File: config.mk
export PLATFORM = sky130hd
export DESIGN_NAME = rx_word_assembler
export DESIGN_NICKNAME = d
export VERILOG_FILES = /design/src/rtl/rx_pkg.sv /design/src/rtl/rx_word_fifo.sv /design/src/rtl/rx_word_assembler.sv
export SDC_FILE = /design/constraint.sdc
export NUM_CORES = 1
export LEC_CHECK = 0
export BUFFER_PORTS_ARGS = -buffer_cell sky130_fd_sc_hd__buf_2
export CORE_UTILIZATION = 62
export DETAILED_ROUTE_END_ITERATION = 6
export HOLD_SLACK_MARGIN = 0.03
export PLACE_DENSITY = 0.9
export SYNTH_ARGS = -nofsm -noshare
export SYNTH_HDL_FRONTEND = slang
export SYNTH_SLANG_ARGS = --single-unit
File: constraint.sdc
create_clock -name clk12 -period 4.69 [get_ports clk12]
set_input_delay 0.7035 -clock clk12 [delete_from_list [all_inputs] [get_ports clk12]]
set_output_delay 0.7035 -clock clk12 [all_outputs]
set_load 0.01 [all_outputs]
File: src/rtl/rx_pkg.sv
// Shared defaults and width helper for the UART word receive path.
package rx_pkg;

  localparam int unsigned DEF_WORD_BYTES     = 4;
  localparam int unsigned DEF_BIG_ENDIAN     = 0;
  localparam int unsigned DEF_TIMEOUT_CYCLES = 4096;
  localparam int unsigned DEF_FIFO_DEPTH     = 4;

  // Ceiling log2; returns 0 for values of 0 or 1.
  function automatic int unsigned clog2(input int unsigned value);
    int unsigned r;
    r = 0;
    for (int i = 0; i < 32; i++) begin
      if ((64'(1) << i) < 64'(value)) r = i + 1;
    end
    return r;
  endfunction

endpackage

File: src/rtl/rx_word_fifo.sv
// Small synchronous word FIFO; full-with-pop accepts the push, output reads zero when empty.
module rx_word_fifo
  import rx_pkg::*;
#(
  parameter int unsigned WIDTH = 32,
  parameter int unsigned DEPTH = DEF_FIFO_DEPTH
) (
  input  logic                   clk12,
  input  logic                   rstn,
  input  logic                   push,
  input  logic                   pop,
  input  logic [WIDTH-1:0]       wdata,
  output logic [WIDTH-1:0]       rdata,
  output logic [clog2(DEPTH):0]  count,
  output logic                   full,
  output logic                   empty
);

  localparam int unsigned AW = clog2(DEPTH);

  logic [WIDTH-1:0] mem_q [DEPTH];
  logic [AW-1:0]    wr_ptr_q, rd_ptr_q;
  logic [AW:0]      count_q;
  logic             push_ok, pop_ok;

  assign empty   = (count_q == '0);
  assign full    = (count_q == (AW+1)'(DEPTH));
  assign pop_ok  = pop & ~empty;
  assign push_ok = push & (~full | pop_ok);

  // Pointers wrap naturally since DEPTH is a power of two.
  always_ff @(posedge clk12 or negedge rstn) begin
    if (!rstn) begin
      wr_ptr_q <= '0;
      rd_ptr_q <= '0;
      count_q  <= '0;
    end else begin
      if (push_ok) wr_ptr_q <= wr_ptr_q + 1'b1;
      if (pop_ok)  rd_ptr_q <= rd_ptr_q + 1'b1;
      count_q <= count_q + (AW+1)'(push_ok) - (AW+1)'(pop_ok);
    end
  end

  always_ff @(posedge clk12) begin
    if (push_ok) mem_q[wr_ptr_q] <= wdata;
  end

  assign rdata = empty ? '0 : mem_q[rd_ptr_q];
  assign count = count_q;

endmodule

File: src/rtl/rx_word_assembler.sv
// Packs the uart_rx byte stream into WORD_BYTES-byte words, drops stale partial words
// after an idle timeout, and buffers completed words for a valid/ready consumer.
module rx_word_assembler
  import rx_pkg::*;
#(
  parameter int unsigned WORD_BYTES     = DEF_WORD_BYTES,
  parameter int unsigned BIG_ENDIAN     = DEF_BIG_ENDIAN,
  parameter int unsigned TIMEOUT_CYCLES = DEF_TIMEOUT_CYCLES,
  parameter int unsigned FIFO_DEPTH     = DEF_FIFO_DEPTH
) (
  input  logic                        clk12,
  input  logic                        rstn,
  input  logic [7:0]                  byte_data,
  input  logic                        byte_valid,
  output logic [8*WORD_BYTES-1:0]     word_data,
  output logic                        word_valid,
  input  logic                        word_ready,
  output logic [clog2(FIFO_DEPTH):0]  fifo_count,
  output logic                        timeout_drop,
  output logic                        overflow,
  input  logic                        err_clear
);

  localparam int unsigned W  = 8 * WORD_BYTES;
  localparam int unsigned IW = (WORD_BYTES > 1) ? clog2(WORD_BYTES) : 1;
  localparam int unsigned CW = (TIMEOUT_CYCLES > 0) ? clog2(TIMEOUT_CYCLES + 1) : 1;
  localparam logic [IW-1:0] LastIdx = IW'(WORD_BYTES - 1);
  localparam logic [CW-1:0] ToCount = CW'(TIMEOUT_CYCLES);

  function automatic logic [IW-1:0] lane_of(input logic [IW-1:0] idx);
    return (BIG_ENDIAN != 0) ? LastIdx - idx : idx;
  endfunction

  logic [IW-1:0] idx_q, idx_d;
  logic [W-1:0]  sr_q, sr_d;
  logic [CW-1:0] cnt_q, cnt_d;
  logic          drop_q, drop_d;
  logic          ovf_q, ovf_d;
  logic          push, pop, full, empty, expire;

  assign expire = (TIMEOUT_CYCLES != 0) && (idx_q != '0) && (cnt_q == ToCount);

  // A byte in the expiry cycle takes priority over the drop.
  always_comb begin
    idx_d  = idx_q;
    sr_d   = sr_q;
    cnt_d  = cnt_q;
    push   = 1'b0;
    drop_d = 1'b0;
    if (byte_valid) begin
      sr_d[8*lane_of(idx_q) +: 8] = byte_data;
      cnt_d = '0;
      if (idx_q == LastIdx) begin
        push  = 1'b1;
        idx_d = '0;
      end else begin
        idx_d = idx_q + 1'b1;
      end
    end else if (idx_q == '0) begin
      cnt_d = '0;
    end else if (expire) begin
      idx_d  = '0;
      cnt_d  = '0;
      drop_d = 1'b1;
    end else if (cnt_q != '1) begin
      cnt_d = cnt_q + 1'b1;
    end
  end

  assign word_valid = ~empty;
  assign pop        = word_valid & word_ready;

  // New overflow wins over a simultaneous clear.
  always_comb begin
    ovf_d = ovf_q;
    if (err_clear)              ovf_d = 1'b0;
    if (push && full && !pop)   ovf_d = 1'b1;
  end

  always_ff @(posedge clk12 or negedge rstn) begin
    if (!rstn) begin
      idx_q  <= '0;
      sr_q   <= '0;
      cnt_q  <= '0;
      drop_q <= 1'b0;
      ovf_q  <= 1'b0;
    end else begin
      idx_q  <= idx_d;
      sr_q   <= sr_d;
      cnt_q  <= cnt_d;
      drop_q <= drop_d;
      ovf_q  <= ovf_d;
    end
  end

  rx_word_fifo #(
    .WIDTH (W),
    .DEPTH (FIFO_DEPTH)
  ) u_fifo (
    .clk12 (clk12),
    .rstn  (rstn),
    .push  (push),
    .pop   (pop),
    .wdata (sr_d),
    .rdata (word_data),
    .count (fifo_count),
    .full  (full),
    .empty (empty)
  );

  assign timeout_drop = drop_q;
  assign overflow     = ovf_q;

endmodule

==> results of run 1 <==
flip-flops by register name, summed over array words and instances, names as in the netlist:
register / cells
sr_q: 32
u_fifo.count: 3
overflow: 1
timeout_drop: 1
cnt_q: 13
idx_q: 2
u_fifo.mem_q: 128
u_fifo.rd_ptr_q: 2
u_fifo.wr_ptr_q: 2
worst reg2reg max path: cells and delay by family (launching register included):
kind | cells | cell delay [ps]
DFF | 1 | 460
adders and majority gates | 1 | 780
buffers and inverters | 1 | 270
AOI/OAI and AO/OA | 1 | 350
and+or+nand+nor | 1 | 820
power groups by stage:
stage	combinational [uW]	clock (uW)	sequential (uW)
6_report	1380	1390	2330
5_1_grt	1490	1460	2360
4_1_cts	1390	1400	2330
3_5_place_dp	1370	0	2350
3_3_place_gp	1300	0	2330
2_1_floorplan	1050	0	2190
metal layers:
metal,vias up,GRT usage [%]
met5,-,0
met3,25,6.288
met2,163,41.79
met4,0,9.550
met1,2057,33.41
li1,1740,-
metrics by stage:
step | cell area, um2 | total power (uW) | util, % | hold WS, ps
global route | 8358 | 5310 | 72.58 | 505.3
global placement | 7780 | 3628 | 67.56 | 509.8
floorplan | 7388 | 3242 | - | 407.9
finish | 8358 | 5092 | 72.58 | 434.3
detailed placement | 7780 | 3719 | 67.56 | 512.7
CTS | 8358 | 5125 | 72.58 | 451.5
logic make-up (layout without fill, tap and decap cells):
| family | after synthesis | count (layout) |
|---|---|---|
| muxes | 33 | 33 |
| and+or+nand+nor | 98 | 98 |
| DFF | 184 | 184 |
| xor gates and xnor gates | 8 | 8 |
| adders and majority gates | 14 | 14 |
| AOI/OAI and AO/OA | 50 | 50 |
| buffers and inverters | 29 | 100 |
path summary, 6_finish.rpt:
path                                            to  cells past startpoint
worst max-delay path                 word_data[26]                      4
worst min-delay path               u_fifo.count[2]                      2
worst max register to register  u_fifo.mem_q[0][2]                      4
worst min register to register            overflow                      2
max in group asynchronous       u_fifo.rd_ptr_q[0]                      2
min in group clk12                        overflow                      2
layout make-up:
| class | instances | area share (%) |
|---|---|---|
| well taps | 143 | 2.141 |
| flip-flops and latches | 184 | 62.78 |
| clock inverters | 8 | 1.153 |
| multi-input cells | 203 | 24.09 |
| repair buffers | 56 | 3.533 |
| inverters | 12 | 0.5389 |
| clock buffers | 24 | 5.763 |
cell usage after synthesis, types with 2 or more instances:
| library cell | number | share of area, % |
|---|---|---|
| nand3_1 | 7 | 0.47 |
| a31oi_1 | 5 | 0.42 |
| and3_1 | 2 | 0.17 |
| inv_1 | 12 | 0.61 |
| a22o_1 | 32 | 3.8 |
| nor4b_2 | 3 | 0.61 |
| edfxtp_1 | 128 | 52 |
| nand2b_1 | 2 | 0.17 |
| xor2_1 | 4 | 0.47 |
| nor3_1 | 5 | 0.34 |
| mux4_2 | 32 | 9.8 |
| dfrtp_1 | 56 | 19 |
| buf_2 | 8 | 0.54 |
| nand2_1 | 9 | 0.46 |
| a2111oi_0 | 2 | 0.24 |
| and2_1 | 37 | 3.1 |
| a21oi_1 | 3 | 0.20 |
| nand4_1 | 3 | 0.25 |
| clkbuf_1 | 7 | 0.36 |
| nor2_1 | 9 | 0.46 |
| o21ai_0 | 4 | 0.27 |
| nand3b_1 | 4 | 0.41 |
| nor4_1 | 2 | 0.17 |
| ha_1 | 13 | 2.2 |
| xnor2_1 | 4 | 0.47 |
| or3_1 | 3 | 0.25 |
==> out/results.tsv, run 1 <==
stage	metric	value	unit
timing	slew margin rel.	31.56	%
setup_path	R2R setup slack	1840	ps
die	DIE HEIGHT	111.2	um
clock_tree	hold_buf cts	0	
timing	max-slew violations	0	
power	P_sw	1501	uW
routing	highest routed layer	met4	
setup_path	Crit path max-delay family	flip-flops	
cells_and_area	multi-input logic area	0.002013	mm2
setup_path	Worst R2R Start	idx_q[0]	
grt	vias in the first global route	4256	
synthesis	Mapped Area	0.007388	mm2
routing	Residual DRC	12	
cells_and_area	n_diodes	0	
synthesis	largest family of logic cells by synthesized area	multiplexers	
setup_path	WP buf/inv	2	
synthesis	fraction of synthesized area in multiplexers	9.890	%
cells_and_area	register area	0.005248	mm2
clock_tree	H-tree levels	4	
cells_and_area	# fillers	660	
power	leakage	0.003169	uW
clock_tree	root buf cell	clkbuf_16	
setup_path	CP Capture Type	output port	
timing	final count of hold timing violations	0	
power	Int Power	3591	uW
setup_path	Worst setup SP type	register	
timing	Slew @ Worst Pin	1027	ps
routing	via/cell ratio	6.325	
timing	final clock period utilization by the worst path	69.89	%
run_status	status	finished with violations	
routing	met3 wire length	871	um
clock_tree	Clock Latency Late Sink	430	ps
power	P per Cell Area	609.2	mW/mm2
grt	first-pass GRT wire length	22.91	mm
timing	Min Clock Period, post-route	3278	ps
timing	Setup TNS	0	ps
power	Peak VDD IR	0.3130	mV
clock_tree	Clock transition at path regs	60	ps
synthesis	synth warn	0	
synthesis	Post-Synth Simple-Gate Area	8.434	%
timing	RSZ-0062 raised after global routing	false	
die	I/O pin count	51	
power	Logic pwr share	27.1	%
synthesis	compound-cell area share of the yosys netlist	5.504	%
timing	Setup Skew	13.53	ps
synthesis	Netlist cell types	46	
synthesis	post-synthesis xor/xnor area fraction	0.9483	%
routing	routed len/inst	22.81	um
setup_path	critical path required time	3990	ps
routing	drt pass-1 iters	7	
routing	routed wire length	14.37	mm
die	Std-Cell Rows	39	
place	DP HPWL	8.107	mm
setup_path	worst path cell trace	buf_4, mux4_2, and2_1, buf_2	
power	Flop pwr share	45.7	%
routing	DR iter-0 viols	431	
min_path	HP Class	in -> async	
setup_path	Largest stage delay, worst path	1000	ps
clock_tree	Resized Gates After CTS	0	
grt	largest net degree at the start of global routing	57	
synthesis	adder-cell area share of the yosys netlist	2.472	%
synthesis	syn avg cell area	17.76	um2
synthesis	Seq/Total Area, Yosys	70.99	%
timing	Highest Clock Rate	0.3051	GHz
setup_path	Setup CP Type	reg -> out	
die	Die X-Extent	111.2	um
synthesis	number of synthesized flops with an enable pin	128	
place	dpl cells	598	
clock_tree	TritonCTS sink count	184	
place	Placement Setup Slack	1797	ps
power	Switching Share	29.48	%
place	I/O Buffers	50	
die	Die ar.	0.01236	mm2
grt	initial antenna violation count	0	
run_status	failing checks	DRC	
grt	global route overflow	0	
clock_tree	total CTS buffers	17	
timing	post-route worst setup slack	1412	ps
cells_and_area	share of cells above drive strength 1	26.49	%
cells_and_area	final cell count without fillers	630	
place	Final GP Congestion	0.8487	
clock_tree	Clock Path Buffers	2	
cells_and_area	commonest cells after routing, fill and taps aside	edfxtp_1, dfrtp_1, buf_2	
routing	via count	3985	
die	initial core utilization	64.16	%
flow_run	maxcap violations	0	
timing	# setup viols final	0	
cells_and_area	Final nets	501	
routing	WL met1	5.795	mm
die	Core Area	0.01152	mm2
setup_path	Worst Setup SP	u_fifo.rd_ptr_q[0]	
synthesis	share of flip-flops with an asynchronous set or reset	30.43	%
clock_tree	TritonCTS clock tree	done	
synthesis	Yosys reg bits	184	
cells_and_area	most common cell after layout, fill and taps aside	edfxtp_1	
setup_path	WP data arrival	2570	ps
clock_tree	setup bufs post-CTS	0	
power	clock network fraction of total power	27.2	%
synthesis	Net Count, Synth	443	
routing	met2 WL	7.475	mm
routing	DRT antenna net count	0	
setup_path	Crit Path Max Fanout	28	
cells_and_area	layout overhead on the synthesized area	13.12	%
synthesis	Primary FF master, synth	edfxtp_1	
synthesis	Syn Inst Count	416	
setup_path	Slowest-stage cell, CP	dfrtp_2	
grt	Tot GR Track Use	25.49	%
Note: power is estimated with default switching activity, not from simulation.
==> inputs of run 2 (changes only) <==
--- a/config.mk
+++ b/config.mk
@@ -6,10 +6,10 @@
 export NUM_CORES = 1
 export LEC_CHECK = 0
 export BUFFER_PORTS_ARGS = -buffer_cell sky130_fd_sc_hd__buf_2
-export CORE_UTILIZATION = 62
+export CORE_UTILIZATION = 54
 export DETAILED_ROUTE_END_ITERATION = 6
 export HOLD_SLACK_MARGIN = 0.03
-export PLACE_DENSITY = 0.9
+export PLACE_DENSITY = 0.83
 export SYNTH_ARGS = -nofsm -noshare
 export SYNTH_HDL_FRONTEND = slang
 export SYNTH_SLANG_ARGS = --single-unit
==> constraint.sdc (replaced) <==
create_clock -name clk12 -period 3 [get_ports clk12]
set_input_delay 0.45 -clock clk12 [delete_from_list [all_inputs] [get_ports clk12]]
set_output_delay 0.45 -clock clk12 [all_outputs]
set_load 0.01 [all_outputs]
==> run 2 against run 1 <==
The run now ends clean. Flip-flop and latch count did not move. First-iteration DRC count fell by 16%. Routed wire length rose by 0.92%. Cell area rose by 2.3%.
==> out/results.tsv, run 2 (synthesized netlist as in run 1, its figures left out) <==
stage	metric	value	unit
grt	largest net degree at the start of global routing	35	
setup_path	Worst setup SP type	register	
cells_and_area	layout overhead on the synthesized area	15.77	%
die	initial core utilization	55.57	%
timing	slew margin rel.	47.72	%
timing	RSZ-0062 raised after global routing	false	
die	Die ar.	0.01415	mm2
place	DP HPWL	8.399	mm
cells_and_area	n_diodes	0	
cells_and_area	max FFs per register	128	
cells_and_area	share of cells above drive strength 1	28.48	%
routing	via/cell ratio	5.905	
clock_tree	setup bufs post-CTS	0	
power	Design Power	8068	uW
cells_and_area	most common cell after layout, fill and taps aside	edfxtp_1	
setup_path	WP data arrival	2190	ps
setup_path	CP Capture Type	output port	
clock_tree	total CTS buffers	17	
cells_and_area	# fillers	882	
die	Core Area	0.01330	mm2
timing	final count of hold timing violations	0	
setup_path	R2R setup slack	540	ps
routing	via count	3962	
die	Die X-Extent	119.0	um
grt	vias in the first global route	3977	
routing	drt pass-1 iters	4	
setup_path	Setup CP Type	reg -> out	
timing	Highest Clock Rate	0.3782	GHz
flow_run	maxcap violations	0	
routing	DRT antenna net count	0	
timing	Setup TNS	0	ps
cells_and_area	Final nets	509	
clock_tree	hold_buf cts	0	
clock_tree	TritonCTS sink count	184	
clock_tree	Clock Path Buffers	2	
routing	DR iter-0 viols	361	
die	DIE HEIGHT	119.0	um
grt	first-pass GRT wire length	22.71	mm
clock_tree	H-tree levels	4	
clock_tree	root buf cell	clkbuf_16	
timing	# setup viols final	0	
place	Final GP Congestion	0.8487	
power	leakage	0.003244	uW
power	P per Cell Area	943.3	mW/mm2
routing	Residual DRC	0	
routing	routed len/inst	21.61	um
place	Area after DPL	0.007943	mm2
clock_tree	Resized Gates After CTS	0	
grt	global route overflow	0	
min_path	HP Class	in -> async	
timing	Min Clock Period, post-route	2644	ps
grt	initial antenna violation count	0	
setup_path	Worst Setup SP	u_fifo.rd_ptr_q[0]	
timing	max-slew violations	0	
power	Peak VDD IR	0.4837	mV
setup_path	Worst R2R Start	idx_q[0]	
timing	Slew @ Worst Pin	784.2	ps
timing	Setup Skew	7.469	ps
cells_and_area	final instance area	0.008553	mm2
run_status	status	complete, no violations	
setup_path	critical path required time	2550	ps
cells_and_area	final core occ	64.33	%
place	I/O Buffers	50	
timing	final clock period utilization by the worst path	88.13	%
cells_and_area	Regs by FF count	u_fifo.mem_q x128, sr_q x32, cnt_q x13	
setup_path	Crit Path Max Fanout	25	
routing	routed wire length	14.50	mm
die	Std-Cell Rows	42	
clock_tree	Clock Latency Late Sink	430	ps
cells_and_area	commonest cells after routing, fill and taps aside	edfxtp_1, dfrtp_1, buf_2	
cells_and_area	Largest Register	u_fifo.mem_q	
die	I/O pin count	51	
clock_tree	TritonCTS clock tree	done	
clock_tree	Clock transition at path regs	60	ps
grt	Tot GR Track Use	22.31	%
-- run 2: power breakdown --
part | internal (uW) | switching (uW) | leakage (uW)
Combinational | 1100 | 1250 | 0.00101
Clock | 1340 | 906 | 0.000294
Sequential | 3270 | 198 | 0.00194
Total | 5710 | 2350 | 0.00324
-- run 2: final cells by class --
| class | instances | area, um2 | area share, % |
|---|---|---|---|
| clock buffers | 22 | 495.5 | 5.793 |
| clock inverters | 10 | 115.1 | 1.346 |
| inverters | 12 | 45.04 | 0.5266 |
| multi-input cells | 203 | 2013 | 23.54 |
| flip-flops and latches | 184 | 5246 | 61.34 |
| well taps | 176 | 220.2 | 2.575 |
| repair buffers | 64 | 417.9 | 4.886 |
-- run 2: critical path, cell delays in order (launching register included) --
cell,delay [ps]
dfrtp_2,580
buf_12,290
mux4_2,550
and2_1,190
buf_2,140
-- run 2: per-layer routing --
metal	track usage, %	part of all wire, %	vias to the layer above
met5	0	0	-
met4	8.228	1.6	0
met3	5.603	5.5	20
met2	37.13	53	158
met1	28.50	40	2027
li1	-	-	1757
-- run 2: stage by stage --
step,hold WS (ps),setup slack [ps],instances
floorplan,154.4,635.3,416
global placement,512.3,739.9,639
detailed placement,524.0,571.8,639
CTS,107.0,315.7,671
global route,151.1,235.3,671
finish,101.8,356.0,671
-- run 2: final timing paths --
| kind | to | cells past startpoint |
|---|---|---|
| max reg2reg | cnt_q[10] | 7 |
| min in group clk12 | overflow | 2 |
| max in group asynchronous | sr_q[18] | 2 |
| max | word_data[0] | 4 |
| min reg2reg | overflow | 2 |
| min | u_fifo.count[2] | 1 |
